**config.mk**
```make
export PLATFORM = sky130hd
export DESIGN_NAME = multicycle_ctrl_fsm
export DESIGN_NICKNAME = d
export VERILOG_FILES = /design/src/rtl/ctrl_pkg.sv /design/src/rtl/ctrl_out_decoder.sv /design/src/rtl/multicycle_ctrl_fsm.sv
export SDC_FILE = /design/constraint.sdc
export NUM_CORES = 1
export LEC_CHECK = 0
export ABC_AREA = 1
export BUFFER_PORTS_ARGS = -buffer_cell sky130_fd_sc_hd__buf_2
export CORE_MARGIN = 2
export CORE_UTILIZATION = 38
export DETAILED_ROUTE_END_ITERATION = 7
export PLACE_DENSITY_LB_ADDON = 0.05
export SKIP_CTS_REPAIR_TIMING = 1
export SYNTH_ARGS = -nofsm -noshare
export SYNTH_HDL_FRONTEND = slang
export SYNTH_SLANG_ARGS = --single-unit
```
**constraint.sdc**
```tcl
create_clock -name i_clk -period 1.09 [get_ports i_clk]
set_input_delay 0 -clock i_clk [delete_from_list [all_inputs] [get_ports i_clk]]
set_output_delay 0 -clock i_clk [all_outputs]
set_load 0.005 [all_outputs]
```
**src/rtl/ctrl_pkg.sv**
```systemverilog
// Shared types and encodings for the multi-cycle RV32I control FSM.
package ctrl_pkg;

   localparam int unsigned OPC_W = 7;
   localparam int unsigned SEL_W = 2;

   typedef enum logic [3:0] {
      S_FETCH,
      S_DECODE,
      S_MEMADR,
      S_MEMREAD,
      S_MEMWB,
      S_MEMWRITE,
      S_EXEC_R,
      S_EXEC_I,
      S_ALUWB,
      S_BRANCH,
      S_JAL,
      S_JALR_CALC,
      S_JALR_JUMP,
      S_ILLEGAL
   } t_state;

   localparam logic [OPC_W-1:0] OP_LOAD   = 7'b0000011;
   localparam logic [OPC_W-1:0] OP_STORE  = 7'b0100011;
   localparam logic [OPC_W-1:0] OP_R      = 7'b0110011;
   localparam logic [OPC_W-1:0] OP_I      = 7'b0010011;
   localparam logic [OPC_W-1:0] OP_BRANCH = 7'b1100011;
   localparam logic [OPC_W-1:0] OP_JAL    = 7'b1101111;
   localparam logic [OPC_W-1:0] OP_JALR   = 7'b1100111;

   localparam logic [SEL_W-1:0] RES_ALUOUT  = 2'b00;
   localparam logic [SEL_W-1:0] RES_RDATA   = 2'b01;
   localparam logic [SEL_W-1:0] RES_ALU     = 2'b10;
   localparam logic [SEL_W-1:0] SRCA_PC     = 2'b00;
   localparam logic [SEL_W-1:0] SRCA_OLDPC  = 2'b01;
   localparam logic [SEL_W-1:0] SRCA_RS1    = 2'b10;
   localparam logic [SEL_W-1:0] SRCB_RS2    = 2'b00;
   localparam logic [SEL_W-1:0] SRCB_IMM    = 2'b01;
   localparam logic [SEL_W-1:0] SRCB_FOUR   = 2'b10;
   localparam logic [SEL_W-1:0] ALUOP_ADD   = 2'b00;
   localparam logic [SEL_W-1:0] ALUOP_SUB   = 2'b01;
   localparam logic [SEL_W-1:0] ALUOP_FUNCT = 2'b10;

   // State-only control values; handshake/flag gating is applied by the FSM
   typedef struct packed {
      logic             mem_req;
      logic             mem_write;
      logic             adr_src;
      logic             reg_write;
      logic             pc_write;
      logic             instr_done;
      logic [SEL_W-1:0] result_src;
      logic [SEL_W-1:0] alu_src_a;
      logic [SEL_W-1:0] alu_src_b;
      logic [SEL_W-1:0] alu_op;
   } t_ctrl;

endpackage

```
**src/rtl/ctrl_out_decoder.sv**
```systemverilog
// Combinational state-to-control table for the multi-cycle control FSM.
// ILLEGAL_INSTR_TRAP_EN: when defined, the ILLEGAL state retires nothing.
module ctrl_out_decoder
   import ctrl_pkg::*;
(
   input  t_state state,
   output t_ctrl  ctrl
);

   always_comb begin
      ctrl = '0;
      case (state)
         S_FETCH: begin
            ctrl.mem_req    = 1'b1;
            ctrl.alu_src_a  = SRCA_PC;
            ctrl.alu_src_b  = SRCB_FOUR;
            ctrl.result_src = RES_ALU;
         end
         S_DECODE: begin
            ctrl.alu_src_a = SRCA_OLDPC;
            ctrl.alu_src_b = SRCB_IMM;
         end
         S_MEMADR, S_JALR_CALC: begin
            ctrl.alu_src_a = SRCA_RS1;
            ctrl.alu_src_b = SRCB_IMM;
         end
         S_MEMREAD: begin
            ctrl.mem_req = 1'b1;
            ctrl.adr_src = 1'b1;
         end
         S_MEMWB: begin
            ctrl.result_src = RES_RDATA;
            ctrl.reg_write  = 1'b1;
            ctrl.instr_done = 1'b1;
         end
         S_MEMWRITE: begin
            ctrl.mem_req   = 1'b1;
            ctrl.mem_write = 1'b1;
            ctrl.adr_src   = 1'b1;
         end
         S_EXEC_R: begin
            ctrl.alu_src_a = SRCA_RS1;
            ctrl.alu_src_b = SRCB_RS2;
            ctrl.alu_op    = ALUOP_FUNCT;
         end
         S_EXEC_I: begin
            ctrl.alu_src_a = SRCA_RS1;
            ctrl.alu_src_b = SRCB_IMM;
            ctrl.alu_op    = ALUOP_FUNCT;
         end
         S_ALUWB: begin
            ctrl.reg_write  = 1'b1;
            ctrl.instr_done = 1'b1;
         end
         S_BRANCH: begin
            ctrl.alu_src_a  = SRCA_RS1;
            ctrl.alu_src_b  = SRCB_RS2;
            ctrl.alu_op     = ALUOP_SUB;
            ctrl.instr_done = 1'b1;
         end
         S_JAL, S_JALR_JUMP: begin
            ctrl.alu_src_a = SRCA_OLDPC;
            ctrl.alu_src_b = SRCB_FOUR;
            ctrl.pc_write  = 1'b1;
         end
         S_ILLEGAL: begin
`ifdef ILLEGAL_INSTR_TRAP_EN
            ctrl = '0;
`else
            ctrl.instr_done = 1'b1;
`endif
         end
         default: ctrl = '0;
      endcase
   end

endmodule

```
**src/rtl/multicycle_ctrl_fsm.sv**
```systemverilog
// Main control FSM of the multi-cycle RV32I core: sequences each instruction
// and owns PC-write logic. ILLEGAL_INSTR_TRAP_EN makes illegal opcodes terminal.
module multicycle_ctrl_fsm
   import ctrl_pkg::*;
#(
   parameter int unsigned OP_WIDTH    = 7,
   parameter int unsigned FUNC3_WIDTH = 3
) (
   input  logic                   i_clk,
   input  logic                   i_rst_n,
   input  logic [OP_WIDTH-1:0]    i_op,
   input  logic [FUNC3_WIDTH-1:0] i_func3,
   input  logic                   i_zero,
   input  logic                   i_mem_ready,
   output logic                   o_mem_req,
   output logic                   o_mem_write,
   output logic                   o_adr_src,
   output logic                   o_ir_write,
   output logic                   o_pc_write,
   output logic                   o_reg_write,
   output logic [1:0]             o_result_src,
   output logic [1:0]             o_alu_src_a,
   output logic [1:0]             o_alu_src_b,
   output logic [1:0]             o_alu_op,
   output logic                   o_instr_done,
   output logic                   o_illegal
);

   t_state state;
   t_state state_next;
   t_ctrl  ctrl;
   logic   taken;
   logic   unused_func3;

   assign taken        = i_zero ^ i_func3[0];
   assign unused_func3 = ^i_func3;

   ctrl_out_decoder u_dec (
      .state (state),
      .ctrl  (ctrl)
   );

   always_ff @(posedge i_clk) begin
      if (!i_rst_n) state <= S_FETCH;
      else          state <= state_next;
   end

   always_comb begin
      state_next   = state;
      o_mem_req    = ctrl.mem_req;
      o_mem_write  = ctrl.mem_write;
      o_adr_src    = ctrl.adr_src;
      o_ir_write   = 1'b0;
      o_pc_write   = ctrl.pc_write;
      o_reg_write  = ctrl.reg_write;
      o_result_src = ctrl.result_src;
      o_alu_src_a  = ctrl.alu_src_a;
      o_alu_src_b  = ctrl.alu_src_b;
      o_alu_op     = ctrl.alu_op;
      o_instr_done = ctrl.instr_done;
      o_illegal    = 1'b0;

      case (state)
         S_FETCH: begin
            if (i_mem_ready) begin
               o_ir_write = 1'b1;
               o_pc_write = 1'b1;
               state_next = S_DECODE;
            end
         end
         S_DECODE: begin
            case (i_op)
               OP_WIDTH'(OP_LOAD),
               OP_WIDTH'(OP_STORE):  state_next = S_MEMADR;
               OP_WIDTH'(OP_R):      state_next = S_EXEC_R;
               OP_WIDTH'(OP_I):      state_next = S_EXEC_I;
               OP_WIDTH'(OP_BRANCH): state_next = S_BRANCH;
               OP_WIDTH'(OP_JAL):    state_next = S_JAL;
               OP_WIDTH'(OP_JALR):   state_next = S_JALR_CALC;
               default:              state_next = S_ILLEGAL;
            endcase
         end
         S_MEMADR:    state_next = i_op[5] ? S_MEMWRITE : S_MEMREAD;
         S_MEMREAD:   if (i_mem_ready) state_next = S_MEMWB;
         S_MEMWB:     state_next = S_FETCH;
         S_MEMWRITE: begin
            if (i_mem_ready) begin
               o_instr_done = 1'b1;
               state_next   = S_FETCH;
            end
         end
         S_EXEC_R, S_EXEC_I: state_next = S_ALUWB;
         S_ALUWB:     state_next = S_FETCH;
         S_BRANCH: begin
            o_pc_write = taken;
            state_next = S_FETCH;
         end
         S_JAL:       state_next = S_ALUWB;
         S_JALR_CALC: state_next = S_JALR_JUMP;
         S_JALR_JUMP: state_next = S_ALUWB;
         S_ILLEGAL: begin
`ifdef ILLEGAL_INSTR_TRAP_EN
            o_illegal  = 1'b1;
            state_next = S_ILLEGAL;
`else
            state_next = S_FETCH;
`endif
         end
         default:     state_next = S_FETCH;
      endcase

      // Reset abandons any in-flight instruction without side effects
      if (!i_rst_n) begin
         o_mem_req    = 1'b0;
         o_mem_write  = 1'b0;
         o_ir_write   = 1'b0;
         o_pc_write   = 1'b0;
         o_reg_write  = 1'b0;
         o_instr_done = 1'b0;
         o_illegal    = 1'b0;
      end
   end

endmodule

```
# After elaboration in Yosys (flattened, before gate mapping)
# Index checks and enable logic that the tools add are counted.
dict set report word_totals {
  in_bits 14
  output_inout_bits 16
  regBits 4
}
dict set report op_classes {
  n_bitwise 1
  n_mux 27
  n_reduce_logical 12
  eq_ne 23
}
# op n
set ops {}
lappend ops {{$pmux W4 S7} 1}
lappend ops {{$eq A4 B4 Y1 const B} 6}
lappend ops {{$pmux W4 S6} 1}
lappend ops {{$eq A7 B7 Y1 const B} 3}
lappend ops {{$pmux W4 S5} 1}
lappend ops {{$mux W1} 17}
lappend ops {{$eq A4 B3 Y1 const B} 4}
lappend ops {{$eq A7 B6 Y1 const B} 2}
lappend ops {{$mux W4} 3}
lappend ops {{$reduce_or A2 Y1} 6}
lappend ops {{$eq A4 B2 Y1 const B} 2}
lappend ops {{$pmux W2 S2} 2}
lappend ops {{$reduce_or A4 Y1} 2}
lappend ops {{$eq A7 B2 Y1 const B} 1}
lappend ops {{$eq A7 B5 Y1 const B} 1}
lappend ops {{$ne A2 B2 Y1 const B} 3}
lappend ops {{$reduce_or A3 Y1} 2}
lappend ops {{$eq A4 B1 Y1 const B} 1}
lappend ops {{$logic_not A4 Y1} 1}
lappend ops {{$mux W3} 1}
lappend ops {{$reduce_and A3 Y1} 1}
lappend ops {{$pmux W1 S2} 1}
lappend ops {{$xor A1 B1 Y1} 1}

# Longest topological paths before layout
# Gate-level depths: netlist of run 1.
dict set report depth {
  depth_word 6
  ltp_mapped 10
  mapped_depth_nobuf 10
}

# By module
# A second synthesis of run 1 with hierarchy kept.
dict set report hier_totals {
  cells_unflattened 127
  hier_area_um2 659.4
}
# module cells_each seq_area_each_um2 area_each_um2 instances
set by_module_without_submodules {}
lappend by_module_without_submodules {multicycle_ctrl_fsm 87 80.1 474.2 1}
lappend by_module_without_submodules {ctrl_out_decoder 40 0.0 185.2 1}

# Worst setup path after synthesis of run 1
# No wires, ideal clock.
dict set report synth_timing {
  kind {reg2reg}
  startpoint {register state[2]}
  endpoint {register state[0]}
  path_slack_ns 0.007
  stages_incl_launch_ff 8
  synth_period_minus_slack_ns 1.083
  arrival_ns 0.960
  cell_sequence {dfxtp_1 > inv_2 > nor2_2 > nand2_1 > nand3_1 > nand2_1 > nand2_1 > a21oi_1}
}
dict set report synth_between {
  elab_chain_cells 3
}
# element line_no
set synth_rtl {}
lappend synth_rtl {{start: declaration} multicycle_ctrl_fsm.sv:29} ;# t_state state;
lappend synth_rtl {{start signal: assignment} multicycle_ctrl_fsm.sv:45} ;# else state <= state_next;
lappend synth_rtl {{$eq A4 B3 Y1 (tied with other cells)} multicycle_ctrl_fsm.sv:63} ;# case (state)
lappend synth_rtl {{$reduce_or A4 Y1 (no line) or $ne A2 B2 Y1 (tied branches)} n/a}
lappend synth_rtl {{$pmux W4 S7 or $reduce_and A3 Y1 (tied branches)} n/a}
# Several ways; a longest one is shown, not always the timed one.
# A chain may end at the register's enable or synchronous reset.

# Worst setup path in the final report of run 1
dict set report layout_timing {
  startpoint {register state[2]}
  endpoint {output o_pc_write}
}
dict set report layout_between {
  elab_chain_cells 6
}
# element line_no
set layout_rtl {}
lappend layout_rtl {{$eq A4 B4 Y1} ctrl_out_decoder.sv:12} ;# case (state)
lappend layout_rtl {{$reduce_or A2 Y1} ctrl_out_decoder.sv:12}
lappend layout_rtl {{$mux W1} ctrl_out_decoder.sv:12}
lappend layout_rtl {{$mux W1} multicycle_ctrl_fsm.sv:65} ;# if (i_mem_ready) begin
lappend layout_rtl {{$pmux W1 S2 (*)} multicycle_ctrl_fsm.sv:63}
lappend layout_rtl {{$mux W1 (*)} multicycle_ctrl_fsm.sv:113} ;# if (!i_rst_n) begin
lappend layout_rtl {{end: declaration} multicycle_ctrl_fsm.sv:19} ;# output logic o_pc_write,
# Every way passes the cells marked *; elsewhere a longest branch is shown, timed or not.

==> results of run 1 <==
[power groups by stage]
stage | registers (mW) | clock network (mW) | logic, mW
final | 0.235 | 0.176 | 0.845
after global routing | 0.239 | 0.197 | 0.932
after CTS | 0.211 | 0.188 | 0.652
after detailed placement | 0.213 | 0 | 0.650
after global placement | 0.212 | 0 | 0.650
after floorplan | 0.207 | 0 | 0.352
[cells in the final DEF, fill, tap and decap left out]
master    Yosys  routed
a31o_1        1       1
inv_4         0       2
clkbuf_4      0       3
inv_6         0       1
nor3_4        0       1
nand2_1      33      28
nor2_1       11       9
buf_4         1      17
nor2_4        1       5
dfxtp_2       0       1
dfxtp_4       0       3
nor3_2        2       1
o211ai_1      1       1
buf_6         0       2
o22ai_1       2       2
inv_1        15      13
conb_1        1       1
xor2_1        1       1
nand3_1       9       7
buf_2         0      25
a31oi_1       1       1
inv_2         7       6
a21oi_2       0       2
or3_1         1       1
nand2_2       1       6
a21oi_1       5       3
o21ai_2       0       1
nand3_2       0       1
o21ai_0       1       1
nor2_2        4       2
nand3_4       0       1
[final timing paths]
kind / from / end / slack [ns] / cells past startpoint
hold / removal: i_rst_n / state[1] / 0.03 / 3
hold reg to reg: state[3] / state[2] / 0.65 / 3
setup / recovery: state[2] / o_pc_write / -0.26 / 6
setup reg to reg: state[2] / state[2] / -0.22 / 8
[cells by family (layout without fill, tap and decap cells)]
family                    Yosys count  after routing  synth area share (%)
AOI/OAI and AO/OA                  12             12                  13.2
xor gates and xnor gates            1              1                  1.65
buffers and inverters              23             69                  16.9
DFF                                 4              4                  15.1
other                               1              1                 0.705
and+or+nand+nor                    62             62                  52.5
[worst max-delay path, cell delays in order, from the launching register on]
cell and delay [ns]:
dfxtp_4 0.37, nor2_4 0.23, nand3_4 0.14, inv_2 0.08
nand2_2 0.05, a31oi_1 0.12, buf_2 0.13
[cell type report]
| type | instances | area [um^2] |
|---|---|---|
| multi-input combinational | 76 | 434 |
| timing repair buffer | 44 | 275 |
| clock buffer | 3 | 22.5 |
| sequential | 4 | 92.6 |
| tap | 15 | 18.8 |
| fill | 132 | 365 |
| inverter | 22 | 92.6 |
[per-layer routing]
layer	vias to the layer above	wire length (um)	part of all wire (%)
met4	0	19	1.1
li1	420	-	-
met5	-	0	0
met1	364	775	43
met3	2	63	3.5
met2	23	926	52
==> metrics, run 1 <==
Post-synth EDFFs=0; Synth-to-Final Area Change=76.0%; final setup fails=18; CTS Sinks=4; Row Count=13; yosys warns=0; setup ws final=-0.260 ns; largest area contributor in the netlist=nand2_1; clock slew at reported path FFs=~0.04 ns; most used routing layer=met2; Top reg by flops=state; max reg flops=4; DP Worst Slack=-0.108 ns; Fin. Hold Viols=0; Post-Syn Nets=117; GRT Residual Overflow=0; peak supply drop=between 0.8 and 0.9 mV; Final Max Slew Viols=0; DIE AREA=0.00171 mm^2; Total Power=1.26 mW; via count=809; met2 usage=27.5%; Gate power share=67.3%; GRT met1 Usage=24.9%; Mean Syn Cell Area=approximately 5.2 um^2; grt met3 use=2.17%; Design Area, Final=936 um^2; via/cell ratio=4.93; critical path class=reg -> out; ys async rst share=0%; power density over cell area=1340 mW/mm^2; Final Skew=0.00571 ns; status=finished with violations; Die W=41.4 um; clk buf depth=2; gp weighted congestion=0.937; hpwl dp=between 1000 and 1500 um; NumNets Final=165; Tcrit/Tclk final=124%; Post-synth top flop=dfxtp_1; minimum clock period=1.35 ns; drt pass-1 iters=4; vias in the first global route=650; maximum clock rate=741 MHz; GR Util All Layers=between 10% and 20%; Placed Cells=156; Post-Layout Cell Count=164; number of diodes=0; sequential power share=18.7%; Max Fanout on Critical Path=7; Post-synth top cells=33 x nand2_1, 15 x inv_1, 11 x nor2_1; initial core utilization=40.9%; placed inst area=771 um^2; violated checks=negative setup slack; Synth Instances=around 100; Distinct cells, synth=21; CTS root buf=clkbuf_4; internal power consumption=about 710 uW; max cap viols=0; Die H=41.4 um; Post-Syn Area=approximately 530 um^2; DRC=0; I/O Buffers=26; sequential area share after synthesis=15.1%; fraction of final layout cells sized beyond drive strength 1=53.7%; clock group share of total power=14.0%; worst endpoint required time=1.09 ns; static leakage=0.549 nW; startpoint types=flip-flop; Core Region=0.00130 mm^2; most common cell in the synthesized netlist=nand2_1; Area contributors post-synth=nand2_1 23%, dfxtp_1 15%, inv_1 11%, nand3_1 8.5%, nor2_1 7.8%; Fin Hold WS=0.0302 ns; Seq cells post-synth=4; initial antenna violation count=0; HP Class=in -> reg; Net Sw Power=between 500 and 600 uW; CP Capture Type=output pin; worst skew pair latency=approximately 0.23 ns; RSZ-0062 raised after global routing=true; Ports=30; first-pass GRT wire length=2600 um; Sw Ratio=between 40% and 50%; DRT iter0 DRCs=15; H-Tree Depth=1; ANT nets after route=0; CTS tree=done; biggest regs=state (4); Worst Path Arrival=1.35 ns; setup TNS=-2.79 ns; routed len/inst=10.9 um; fin util=71.9%; share of the synthesized area in the top cell type=23.3%; final wirelength=1790 um; total CTS buffers=3; largest net degree at the start of global routing=8
No activity file was read; power rests on OpenSTA's default activity.
==> run 2: changes to the inputs <==
Settings changed: CORE_MARGIN 2 to 5, CORE_UTILIZATION 38 to 40, CTS_BUF_LIST from default to sky130_fd_sc_hd__clkbuf_2.
==> run 2 against run 1 <==
  * The run still ends with negative setup slack left
  * Maximum frequency is 1.2% lower
  * Critical path type is now reg -> reg
  * Largest cell class unchanged
  * Highest routed layer unchanged
  * Die area is 26% higher
  * Wire length is 3.9% lower
  * First-iteration DRC count is 6.7% lower
==> metrics, run 2 (same netlist as run 1, synthesis figures left out) <==
met3 WL=91 um (+44%); CP peak stage delay=0.37 ns (about the same); CP Capture Type=flip-flop; HP Class=in -> reg; total CTS buffers=3 (unchanged); worst skew pair latency=0.20 ns (-0.03 ns); biggest regs=state (4); Sw Ratio=46.2% (+3.1 points); hpwl dp=1370 um (+9.6%); CP max-delay cell=dfxtp_4; minimum clock period=1.37 ns (+0.0170 ns); metal2 WL=886 um (-4.3%); gp weighted congestion=0.841 (-10%); ANT nets after route=0 (unchanged); GRT Residual Overflow=0 (unchanged); GR Util All Layers=17.0% (-1.3 points); NumNets Final=164 (-0.61%); violated checks=negative setup slack; CTS root buf=clkbuf_2; CTS Sinks=4 (unchanged); routed len/inst=10.5 um (-3.3%); Synth-to-Final Area Change=67.1%; Core Region=0.00128 mm^2 (-1.3%); Worst Path Arrival=1.49 ns (+0.14 ns); Net Sw Power=511 uW (-5.5%); final setup fails=18 (unchanged); Row Count=13 (unchanged); Total Power=1.11 mW (-12%); setup ws final=-0.277 ns (-0.0170 ns); DRT iter0 DRCs=14 (-1); worst endpoint required time=1.21 ns (+0.12 ns); largest net degree at the start of global routing=8 (unchanged); DRC=0 (unchanged); fraction of final layout cells sized beyond drive strength 1=50.0% (-3.7 points); Fin Hold WS=0.0628 ns (+0.0325 ns); Ports=30 (unchanged); max cap viols=0 (unchanged); Filler Cells Inserted=129 (-2.3%); peak supply drop=0.919 mV (+8.8%); Max Fanout on Critical Path=7 (unchanged); via/cell ratio=4.87 (-1.4%); H-Tree Depth=1 (unchanged); Final Max Slew Viols=0 (unchanged); clk buf depth=2 (unchanged); Cell Chain, Critical Path=nor2_4 > nand2_2 > buf_4 > o22ai_1 > inv_1 > nand2_1 > nand2_1 > a21oi_1; crit-path leading delay family=simple AND/OR/NAND/NOR gates; I/O Buffers=26 (unchanged); status=finished with violations; vias in the first global route=661 (+1.7%); commonest non-fill, non-tap cell in the layout=nand2_1; Crit path top cell by count=nand2_1; startpoint types=flip-flop; first-pass GRT wire length=2660 um (+2.1%); DIE AREA=0.00216 mm^2 (+26%); top layer in use=met4; clock group share of total power=11.6% (-2.4 points); Final Skew=0.000817 ns (-0.00489 ns); Fin. Hold Viols=0 (unchanged); RSZ-0062 raised after global routing=true; maximum clock rate=732 MHz (-1.2%); Top reg by flops=state; Gate power share=67.3% (about the same); Worst Path Buf+Inv=2 (unchanged); most frequent cells in the layout=28 x nand2_1, 26 x buf_2, 17 x buf_4; max reg flops=4 (unchanged); initial antenna violation count=0 (unchanged); met1 WL=705 um (-9.0%); via count=793 (-2.0%); internal power consumption=594 uW (-17%); clock slew at reported path FFs=0.04 ns (about the same); CTS tree=done; drt pass-1 iters=4 (unchanged); initial core utilization=41.4% (+0.52 points); final wirelength=1720 um (-3.9%); Die W=46.5 um (+12%); setup TNS=-2.66 ns (+0.134 ns); Die H=46.5 um (+12%); power density over cell area=1240 mW/mm^2 (-7.2%); static leakage=0.540 nW (-1.7%); Tcrit/Tclk final=125% (+1.6 points); number of diodes=0 (unchanged); critical path class=reg -> reg; sequential power share=21.0% (+2.3 points)
-- run 2: cell types whose count changed in the layout (fill, tap and decap cells not counted), sizes merged --
| cell | change |
|---|---|
| buf | -1 |
-- run 2: power by group through the flow --
stage               clock network (mW)  registers [mW]  logic (mW)
floorplan                            0           0.207       0.352
global placement                     0           0.213       0.634
detailed placement                   0           0.214       0.639
CTS                              0.139           0.212       0.641
global route                     0.165           0.236       0.829
finish                           0.129           0.232       0.744
-- run 2: routing by layer --
layer	up-vias	global-route usage [%]
li1	413	-
met1	352	22.5
met2	24	26.6
met3	4	2.73
met4	0	7.39
met5	-	0
-- run 2: final timing paths --
path	startpoint	end	slack, ns	cells past startpoint
setup / recovery	state[2]	state[2]	-0.28	8
hold / removal	i_rst_n	state[1]	0.06	3
setup reg to reg	state[2]	state[2]	-0.28	8
hold reg to reg	state[1]	state[2]	0.66	3
-- run 2: worst min-delay path, cell delays in order --
cell and delay [ns]:
buf_2 0.13, nand2_1 0.06, inv_1 0.04
-- run 2: cell type report --
class / instances / area, um^2 / share of cell area (%)
Clock buffer: 3 / 15.0 / 1.69
Tap cell: 15 / 18.8 / 2.11
Sequential cell: 4 / 92.6 / 10.4
Multi-Input combinational cell: 76 / 412 / 46.3
Inverter: 22 / 92.6 / 10.4
Timing Repair Buffer: 43 / 258 / 29.0
-- run 2: stage by stage --
step / instances / setup WS [ns] / cell area (um^2) / util (%)
floorplan: 103 / 0.00692 / 532 / -
detailed placement: 156 / -0.0997 / 771 / 60.0
global route: 163 / -0.339 / 888 / 69.1
finish: 163 / -0.277 / 888 / 69.1
CTS: 159 / -0.329 / 786 / 61.1
global placement: 156 / -0.0669 / 771 / 60.0
